$ cat config.mk
export PLATFORM = sky130hd
export DESIGN_NAME = pe_prefetch
export DESIGN_NICKNAME = d
export VERILOG_FILES = /design/src/rtl/pe_prefetch.sv
export SDC_FILE = /design/constraint.sdc
export NUM_CORES = 1
export LEC_CHECK = 0
export BUFFER_PORTS_ARGS = -buffer_cell sky130_fd_sc_hd__buf_2
export CORE_ASPECT_RATIO = 0.8
export CORE_UTILIZATION = 58
export CTS_CLUSTER_SIZE = 25
export DETAILED_ROUTE_END_ITERATION = 12
export GPL_ROUTABILITY_DRIVEN = 0
export GPL_TIMING_DRIVEN = 1
export MAX_ROUTING_LAYER = met4
export PLACE_DENSITY = 0.83
export SLEW_MARGIN = 30
export SYNTH_ARGS = -nofsm -noshare
export SYNTH_HDL_FRONTEND = slang
export SYNTH_SLANG_ARGS = --single-unit
export TNS_END_PERCENT = 10
$ cat constraint.sdc
create_clock -name clk_i -period 5.4 [get_ports clk_i]
set_input_delay 1.08 -clock clk_i [delete_from_list [all_inputs] [get_ports clk_i]]
set_output_delay 1.08 -clock clk_i [all_outputs]
set_load 0.05 [all_outputs]
$ cat src/rtl/pe_prefetch.sv
// Instruction prefetch front end: bus master fetching sequential words into a
// DEPTH-entry FIFO tagged with their addresses, with redirect flush.
module pe_prefetch #(
   parameter int unsigned        AD_LEN     = 32,
   parameter int unsigned        BUS_WIDTH  = 32,
   parameter int unsigned        INST_WIDTH = 32,
   parameter int unsigned        DEPTH      = 4,
   parameter logic [AD_LEN-1:0]  RESET_PC   = '0,
   parameter logic [AD_LEN-1:0]  PC_STEP    = AD_LEN'(4)
) (
   input  logic                      clk_i,
   input  logic                      reset_i,
   input  logic [BUS_WIDTH-1:0]      bus_data_i,
   input  logic                      bus_ack_i,
   output logic                      bus_req_o,
   output logic [AD_LEN-1:0]         bus_ad_o,
   output logic [INST_WIDTH-1:0]     inst_o,
   output logic [AD_LEN-1:0]         inst_pc_o,
   output logic                      inst_ready_o,
   input  logic                      inst_consume_i,
   input  logic                      redirect_i,
   input  logic [AD_LEN-1:0]         redirect_ad_i,
   output logic [$clog2(DEPTH):0]    level_o
);

   localparam int unsigned PTR_W = $clog2(DEPTH);
   localparam int unsigned LVL_W = PTR_W + 1;

   typedef enum logic {IDLE, REQ} state_t;

   typedef struct packed {
      logic [INST_WIDTH-1:0] inst;
      logic [AD_LEN-1:0]     pc;
   } entry_t;

   state_t              state_q, state_d;
   logic                bus_req_q, bus_req_d;
   logic [AD_LEN-1:0]   bus_ad_q, bus_ad_d;
   logic [AD_LEN-1:0]   fetch_pc_q, fetch_pc_d;
   logic [PTR_W-1:0]    wr_ptr_q, wr_ptr_d;
   logic [PTR_W-1:0]    rd_ptr_q, rd_ptr_d;
   logic [LVL_W-1:0]    count_q, count_d;
   logic                ready_q, ready_d;
   entry_t              mem_q [DEPTH];
   entry_t              mem_d [DEPTH];
   logic                push, pop;

   // Next-state: queue bookkeeping, fetch address and request FSM.
   always_comb begin
      state_d    = state_q;
      bus_ad_d   = bus_ad_q;
      fetch_pc_d = fetch_pc_q;
      wr_ptr_d   = wr_ptr_q;
      rd_ptr_d   = rd_ptr_q;
      count_d    = count_q;
      mem_d      = mem_q;
      push       = 1'b0;
      pop        = 1'b0;

      if (redirect_i) begin
         // Flush everything; an ack in this cycle is dropped on purpose.
         state_d    = IDLE;
         fetch_pc_d = redirect_ad_i;
         wr_ptr_d   = '0;
         rd_ptr_d   = '0;
         count_d    = '0;
      end else begin
         push = (state_q == REQ) && bus_ack_i;
         pop  = (count_q != '0) && inst_consume_i;

         if (push) begin
            mem_d[wr_ptr_q] = '{inst: bus_data_i[INST_WIDTH-1:0], pc: bus_ad_q};
            wr_ptr_d        = wr_ptr_q + PTR_W'(1);
            fetch_pc_d      = bus_ad_q + PC_STEP;
         end
         if (pop) begin
            rd_ptr_d = rd_ptr_q + PTR_W'(1);
         end
         count_d = count_q + LVL_W'(push) - LVL_W'(pop);

         // Requests are only launched while a free slot exists after this edge.
         case (state_q)
            IDLE: begin
               if (count_d < LVL_W'(DEPTH)) begin
                  state_d  = REQ;
                  bus_ad_d = fetch_pc_q;
               end
            end
            REQ: begin
               if (push) begin
                  if (count_d < LVL_W'(DEPTH)) begin
                     bus_ad_d = fetch_pc_d;
                  end else begin
                     state_d = IDLE;
                  end
               end
            end
            default: state_d = IDLE;
         endcase
      end

      bus_req_d = (state_d == REQ);
      ready_d   = (count_d != '0);
   end

   // State registers with synchronous reset.
   always_ff @(posedge clk_i) begin
      if (reset_i) begin
         state_q    <= IDLE;
         bus_req_q  <= 1'b0;
         bus_ad_q   <= RESET_PC;
         fetch_pc_q <= RESET_PC;
         wr_ptr_q   <= '0;
         rd_ptr_q   <= '0;
         count_q    <= '0;
         ready_q    <= 1'b0;
         mem_q      <= '{default: '0};
      end else begin
         state_q    <= state_d;
         bus_req_q  <= bus_req_d;
         bus_ad_q   <= bus_ad_d;
         fetch_pc_q <= fetch_pc_d;
         wr_ptr_q   <= wr_ptr_d;
         rd_ptr_q   <= rd_ptr_d;
         count_q    <= count_d;
         ready_q    <= ready_d;
         mem_q      <= mem_d;
      end
   end

   assign bus_req_o    = bus_req_q;
   assign bus_ad_o     = bus_ad_q;
   assign inst_o       = mem_q[rd_ptr_q].inst;
   assign inst_pc_o    = mem_q[rd_ptr_q].pc;
   assign inst_ready_o = ready_q;
   assign level_o      = count_q;

endmodule
Yosys cells after proc, flatten, opt, wreduce, memory -nomap -nowiden. Index checks and enable logic that the tools add are counted.

Add/sub/neg operators: 5. Multipliers: 0. Divide/modulo/power cells: 0. $lt $le $gt $ge: 4. Equality and inequality tests: 3. Shifts and indexed selects: 0. Multiplexer cells: 16. Bitwise gates (word level): 4. Reductions and logical operators: 8.

Operator list (number): $bwmux 256 (1); $mux 64 (3); $mux 32 (5); $bmux 64 s2 (1); $demux 64 s2 (1); $pmux 32 s2 (1); $add 32x3->32 const B (1); $ge 3x3->1 const B (2); $not 2->3 (2); $reduce_bool 3->1 (2); $add 2x1->2 const B (2); $ne 2x1->1 const B (2); $reduce_and 4->1 (1); $add 3x1->3 (1); $logic_and 1x1->1 (3); $lt 3x1->1 const B (1); $lt 3x3->1 const B (1); $mux 3 (1); $sub 3x1->3 (1); $mux 1 (2); $ne 2x2->1 const B (1); $not 1->1 (2); $pmux 1 s2 (1); $reduce_and 2->1 (1); $reduce_or 2->1 (1).

Register bits after elaboration: 329. Bits in latches: 0. RAM bits: 0. ROM bits: 0. Output and inout port bits: 101. Word-level logic and storage cells: 55. Memories: 0.

Depth between registers and ports, before layout. Gate-level depths: netlist of the first run.

Depth after elaboration: 7. Mapped depth: 17. Depth with buffers taken out: 12.

Least setup slack after synthesis of the first run. Ideal clock, no wire load.

Kind: input to register. From: in bus_ack_i. To: reg bus_ad_q[15], in the netlist bus_ad_o[15]. Setup time: 128 ps. Arrival time: 3963 ps. Data required time: 5272 ps. Setup slack: 1309 ps. Cell stages on the path: 17. Path buffers: 5. Cells stage by stage: and2_1 clkbuf_1 inv_1 buf_2 buf_1 ha_1 inv_1 ha_1 inv_1 fa_1 xor3_1 or3_1 clkbuf_1 clkbuf_1 a21oi_1 a2bb2oi_1 nor2_1.

Word-level cells in the longest chain between the ends: 6. Elaborated cells between the ends (all ways): 12. Those cells by class: 2 x add/sub; 1 x order compare; 3 x eq/ne; 4 x mux; 2 x reduce/logical.

RTL lines: start: declaration (line 14) `input logic bus_ack_i,`; $logic_and 1x1->1 (*) (line 68) `push = (state_q == REQ) && bus_ack_i;`; $add 3x1->3 (line 79) `count_d = count_q + LVL_W'(push) - LVL_W'(pop);`; $sub 3x1->3 (line 79); $lt 3x3->1 (line 84, 91); $ne 2x2->1 (no source line) or $ne 2x1->1 (tied branches); $reduce_and 4->1 (no source line); end signal: assignment (line 121) `bus_ad_q <= bus_ad_d;`; end: declaration (line 38) `logic [AD_LEN-1:0] bus_ad_q, bus_ad_d;`.

Every way passes the cells marked *; elsewhere a longest branch is shown, timed or not. The select of a mux whose other input is x is not followed. A chain may end at the register's enable or synchronous reset.

Final worst setup path of the first run.
From: in bus_ack_i. To: reg bus_ad_q[12], in the netlist bus_ad_o[12].

The elaborated chain is that of the path after synthesis.

==> run_results.csv, run 1 <==
group,metric,value,unit
run_status,status,"finished clean",
cts,cts_sinks,329,
critical_path,startpoint_type,"primary input",
critical_path,path_cells,"buf_2, and2_1, inv_1, ha_1, inv_1, ha_1, inv_1, fa_1, xor3_1, nor3_2, buf_4, nand2b_1, o21ai_0",
floorplan,rows,50,
global_routing,grtUsageTotal,31.5,%
timing,final-setup-viol-count,0,
critical_path,end_kind,"flop",
drt,wirelength,38600,µm
synth,synth_cells,1704,
global_routing,grt_overflow,0,
cts,cts_tree,"built",
hold_path,hp-class,"reg2reg",
critical_path,crit_top_cell,"inv_1",
synth,yosysWarnings,0,
critical_path,slowest_delay,0.58,ns
timing,finClkSkew,0.00969,ns
hold_path,hold-path-cell-count,2,
cts,clock_latency,0.51,ns
synth,synth-main-ff-cell,"dfxtp_1",
timing,finalCritPeriodShare,71.1,%
cells_and_area,nNetsFinal,1850,
floorplan,ios,170,
cts,post_cts_buffers,0,
synth,synth_seq_cells,329,
synth,synth_most_common_cell,"nand2_1",
critical_path,cp_num_buf_inv,5,
timing,period_needed,3.84,ns
timing,fmaxAchievable,260,MHz
cells_and_area,n_fill_cell,1909,
synth,syn-cell-area,0.0142,mm²
synth,synth_area_leaders,"dfxtp_1 46%, nand2_1 15%, a21oi_1 10%",
synth,synthDistinctLibCells,62,
floorplan,core_area,0.0237,mm²
floorplan,die_y,142,µm
cts,hold_buffers,0,
synth,synth-edff-count,0,
critical_path,timing.rr.end,"bus_ad_o[12]",
floorplan,die-area,0.0251,mm²
drt,drtAntennaViolNets,0,
cts,cts_buffer_depth,3,
floorplan,initial_core_util,59.8,%
power,powerDensity,329,mW/mm²
cts,ctsRootBufferMaster,"clkbuf_16",
critical_path,r2r.worst_path.cells,12,
drt,dr.pass1.iters,6,
critical_path,critPathSlowestCell,"inv_1",
synth,syn_avg_cell_area,8.33,µm²
timing,whs,0.451,ns
drt,drtIter0Drc,1375,
synth,synth.top_cell.area_share,46.4,%
cts,path_clk_slew,0.06,ns
cts,cts_made_buffers,34,
drt,via_per_inst,5.97,
cts,htree_levels,2,
power,sw_frac_of_total,23.7,%
floorplan,dieWidth,177,µm
place,port-buffer-count,169,
global_routing,grt_pass1_wl,61400,µm
power,peakVddDrop,0.000237,V
job,maxCapViolCount,0,
critical_path,reg2reg_slack,1.88,ns
critical_path,crit_family,"buffers and inverters",
drt,drc_errors,0,
place,hpwl,22900,µm
synth,yosysTopAreaCell,"dfxtp_1",
power,power_leakage,5.71,nW
cells_and_area,post_route_cells_drive_above_1_share,18.2,%
synth,syn_nets,1781,
place,post_dp_cell_area,0.0150,mm²
timing,finalHoldViolCount,0,
power,power,5.33,mW
power,p_switching,1.26,mW
power,seqPwrFrac,47.3,%
drt,wl_per_cell,18.3,µm
power,internal_power,4.07,mW
critical_path,reg2reg_from,"bus_req_o",
critical_path,worstPathArrival,4.27,ns
hold_path,hold_path_startpoint,"mem_q[56]",
global_routing,antenna_found_initial,0,
power,clockPowerShare,45.9,%
cts,cts-resized-gates,0,
drt,dr_total_vias,12600,
synth,synth_common_cells,"575 x nand2_1, 329 x dfxtp_1, 297 x a21oi_1",
global_routing,grt_max_degree,179,
critical_path,crit_fanout,27,
power,power.share.combinational,6.8,%
cells_and_area,fin_util,68.3,%
cells_and_area,syn_to_final_growth,14.2,%
cells_and_area,diodes,0,
timing,rsz0062_at_grt,"false",
timing,worstMarginPinSlew,0.955,ns
cells_and_area,fin_area,0.0162,mm²
hold_path,hold_end,"mem_q[56]",
timing,relSlewSlack,36.1,%
critical_path,worst_ep_required_time,5.83,ns
timing,maxSlewViolCount,0,
synth,synthArstFlopShare,0,%
synth,synth-seq-area-share,46.4,%
global_routing,grt_pass1_vias,12200,
timing,fin_setup_tns,0,ns
critical_path,crit_type,"in2reg",
==> flip-flops by register name (all words and copies together), names as in the netlist <==
register	count
mem_q	256
bus_ad_o	32
fetch_pc_q	32
level_o	3
rd_ptr_q	2
wr_ptr_q	2
bus_req_o	1
inst_ready_o	1
==> worst max-delay path by stage <==
stage,endpoint,slack (ns),cells after the start,from
6_report,bus_ad_o[12],1.56,13,bus_ack_i
5_1_grt,bus_ad_o[30],1.33,13,bus_ack_i
4_1_cts,inst_pc_o[15],1.60,3,rd_ptr_q[0]
3_5_place_dp,bus_ad_o[15],1.07,14,bus_ack_i
3_3_place_gp,bus_ad_o[15],1.18,14,bus_ack_i
2_1_floorplan,bus_ad_o[15],1.31,17,bus_ack_i
==> worst reg2reg max path: cells and delay by family (launching register included) <==
kind | cells | cell delay [ns]
flops | 1 | 0.33
fa+ha+maj | 3 | 0.87
compound gates | 1 | 0.26
buf+inv | 4 | 1.00
xor+xnor | 1 | 0.27
simple gates | 3 | 0.70
==> per-stage QoR <==
stage	cells	setup slack, ns
4_1_cts	2105	1.60
2_1_floorplan	1704	1.31
3_5_place_dp	2047	1.07
3_3_place_gp	2047	1.18
6_report	2107	1.56
5_1_grt	2107	1.33
==> cells in the final DEF (no fill, tap or decap), types with 7 or more instances in the layout <==
| cell type | netlist | final |
|---|---|---|
| nand2_1 | 575 | 571 |
| dfxtp_1 | 329 | 327 |
| a21oi_1 | 297 | 297 |
| buf_2 | 22 | 168 |
| mux4_2 | 64 | 64 |
| nor2_1 | 53 | 53 |
| clkbuf_16 | 0 | 35 |
| o21ai_0 | 28 | 28 |
| buf_4 | 4 | 17 |
| inv_1 | 16 | 16 |
| xnor2_1 | 15 | 15 |
| nand3_1 | 13 | 13 |
| nor3_1 | 11 | 10 |
| mux2i_1 | 9 | 9 |
| o22ai_1 | 9 | 9 |
| clkbuf_1 | 104 | 9 |
| clkbuf_8 | 0 | 8 |
| xor2_1 | 7 | 7 |
| nand3b_1 | 7 | 7 |
| ha_1 | 7 | 7 |
==> routing by layer <==
layer	global-route usage, %	vias to the layer above	share of wire [%]	wire length (µm)
met1	38.4	6041	40	15500
li1	-	5902	-	-
met4	10.6	0	2.3	903
met2	52.7	551	49	19100
met5	-	-	0	0
met3	5.41	81	8.2	3160
==> final cells by class <==
class                      count  area [µm²]  share of cell area, %
sequential                   329        6590                   40.7
timing repair buffer         190        1080                   6.66
clock buffer                  52        1020                   6.29
multi-input combinational   1202        6920                   42.7
tap                          312         390                   2.41
clock inverter                 6         140                  0.865
inverter                      16        60.1                  0.371
==> logic make-up after synthesis <==
family | synth area share, %
AO/OA/AOI/OAI | 15.0
AND/OR/NAND/NOR | 20.6
flip-flops | 46.4
multiplexers | 10.8
adder cells (fa/ha/maj) | 0.758
XOR/XNOR | 1.53
buffers and inverters | 4.94
==> power by group through the flow <==
| stage | Combinational, mW | Sequential (mW) | Clock, mW |
|---|---|---|---|
| after floorplan | 0.229 | 2.58 | 0 |
| after global routing | 0.388 | 2.52 | 2.58 |
| after CTS | 0.356 | 2.52 | 2.47 |
| after detailed placement | 0.354 | 2.57 | 0 |
| after global placement | 0.346 | 2.57 | 0 |
| final | 0.361 | 2.52 | 2.45 |
(Power assumes the default switching activity.)
==> run 2, diff against run 1 <==
Clock period 5.4 ns to 3.7 ns, I/O delays scaled along.
==> run 2 against run 1 <==
Compared with the run above: final cell count up 0.14%; flip-flop and latch count unchanged; non-clock buffer count up 4; first-iteration DRC count down 19%; core utilization down 0.21 points; power up 42%; die area unchanged; via count about the same; final area down 0.30%; sequential power up 46%; clock-buffer cell count down 5; critical path type is now reg2out; critical endpoint is now inst_pc_o[14]; highest routed layer unchanged.
==> run_results.csv, run 2 (synthesized netlist as in run 1, its figures left out) <==
group,metric,value,unit
place,hpwl,23200,µm
drt,drtAntennaViolNets,0,
floorplan,die_y,142,µm
cells_and_area,largest_register,"mem_q",
cts,cts-resized-gates,0,
critical_path,worst_ep_required_time,2.96,ns
cts,htree_levels,1,
cells_and_area,syn_to_final_growth,13.9,%
critical_path,r2r.worst_path.cells,11,
global_routing,grt_pass1_vias,12200,
timing,period_needed,3.18,ns
critical_path,worstPathArrival,2.44,ns
timing,whs,0.398,ns
cells_and_area,nNetsFinal,1851,
global_routing,grt_max_degree,131,
cts,ctsRootBufferMaster,"clkbuf_16",
cts,clock_latency,0.56,ns
floorplan,ios,170,
floorplan,initial_core_util,59.8,%
cells_and_area,multi_input_area,0.00692,mm²
cells_and_area,diodes,0,
global_routing,grt_overflow,0,
global_routing,grt_pass1_wl,61800,µm
critical_path,crit_family,"buffers and inverters",
critical_path,crit_type,"reg2out",
cts,hold_buffers,0,
cts,cts_sinks,329,
power,powerDensity,467,mW/mm²
drt,wl_per_cell,18.2,µm
critical_path,crit_fanout,20,
timing,fmaxAchievable,315,MHz
floorplan,rows,50,
hold_path,hold-path-cell-count,3,
hold_path,hold_path_startpoint,"redirect_ad_i[31]",
global_routing,grtUsageTotal,31.6,%
drt,drc_errors,0,
timing,final-setup-viol-count,0,
cts,cts_made_buffers,31,
power,power_leakage,5.69,nW
critical_path,path_cells,"buf_4, mux4_2, buf_2",
critical_path,critPathLaunch,"rd_ptr_q[0]",
cts,post_cts_buffers,0,
cts,cts_buffer_depth,3,
hold_path,hp-class,"in2reg",
global_routing,antenna_found_initial,0,
timing,rsz0062_at_grt,"false",
timing,finClkSkew,0.00891,ns
place,port-buffer-count,169,
cells_and_area,post_route_cells_drive_above_1_share,18.4,%
drt,wirelength,38500,µm
critical_path,critPathSlowestCell,"dfxtp_4",
critical_path,startpoint_type,"flop",
timing,relSlewSlack,39.5,%
floorplan,core_area,0.0237,mm²
power,peakVddDrop,0.000353,V
cells_and_area,seq_area,0.00659,mm²
place,post_dp_cell_area,0.0151,mm²
critical_path,end_kind,"primary output",
cells_and_area,layout_commonest_cell,"nand2_1",
power,power,7.55,mW
timing,worstMarginPinSlew,0.907,ns
critical_path,path_depth,3,
critical_path,reg2reg_from,"level_o[1]",
timing,fin_setup_tns,0,ns
critical_path,slowest_delay,0.63,ns
drt,via_per_inst,5.95,
cts,path_clk_slew,0.07,ns
cells_and_area,fin_area,0.0162,mm²
cts,cts_tree,"built",
floorplan,die-area,0.0251,mm²
cells_and_area,final_cell_mix,"571 x nand2_1, 327 x dfxtp_1, 297 x a21oi_1",
cells_and_area,n_fill_cell,1902,
critical_path,cp_num_buf_inv,2,
drt,dr.pass1.iters,7,
floorplan,dieWidth,177,µm
run_status,status,"finished clean",
drt,drtIter0Drc,1111,
timing,maxSlewViolCount,0,
timing,finalCritPeriodShare,85.9,%
cells_and_area,largest_reg_flops,256,
drt,dr_total_vias,12600,
place,placed_cells_incl_taps,2053,
cells_and_area,final_cells,2110,
job,maxCapViolCount,0,
timing,finalHoldViolCount,0,
-- run 2: cell types whose count changed in the layout (fill, tap and decap cells not counted) --
cell	delta
inv_8	-1
clkbuf_8	-2
buf_16	-2
buf_4	+2
clkinv_2	+5
clkbuf_16	-3
buf_12	+4
-- run 2: area by class of cell --
cell class | instances | area share, %
flip-flops and latches | 329 | 40.8
clock buffers | 47 | 5.68
inverters | 16 | 0.372
well taps | 312 | 2.42
clock inverters | 10 | 0.953
multi-input cells | 1202 | 42.8
repair buffers | 194 | 6.92
-- run 2: worst paths after layout --
check / to / slack [ns]
max: inst_pc_o[14] / 0.52
min: fetch_pc_q[31] / 0.40
max reg2reg: bus_ad_o[28] / 0.61
min reg2reg: mem_q[82] / 0.45
-- run 2: per-layer routing --
metal | routed length [µm] | vias to the layer above | GRT usage, %
li1 | - | 5909 | -
met1 | 15500 | 6010 | 39.9
met2 | 19100 | 561 | 52.2
met3 | 2980 | 83 | 4.37
met4 | 952 | 0 | 10.4
met5 | 0 | - | -
-- run 2: power breakdown --
group          total (mW)  internal [mW]  leakage [nW]  switching, mW
Combinational       0.530          0.160          2.50          0.370
Sequential           3.68           3.59          2.66         0.0809
Clock                3.34           1.98         0.529           1.36
-- run 2: tightest hold or removal path, stage by stage --
cell and delay [ns]:
buf_2 0.08, nand2_1 0.05, o31ai_1 0.06
-- run 2: stage by stage --
stage | worst slack [ns] | utilization [%]
3_3_place_gp | 0.432 | 63.6
2_1_floorplan | 0.0637 | -
5_1_grt | 0.408 | 68.1
3_5_place_dp | 0.327 | 63.6
4_1_cts | 0.479 | 68.1
6_report | 0.523 | 68.1
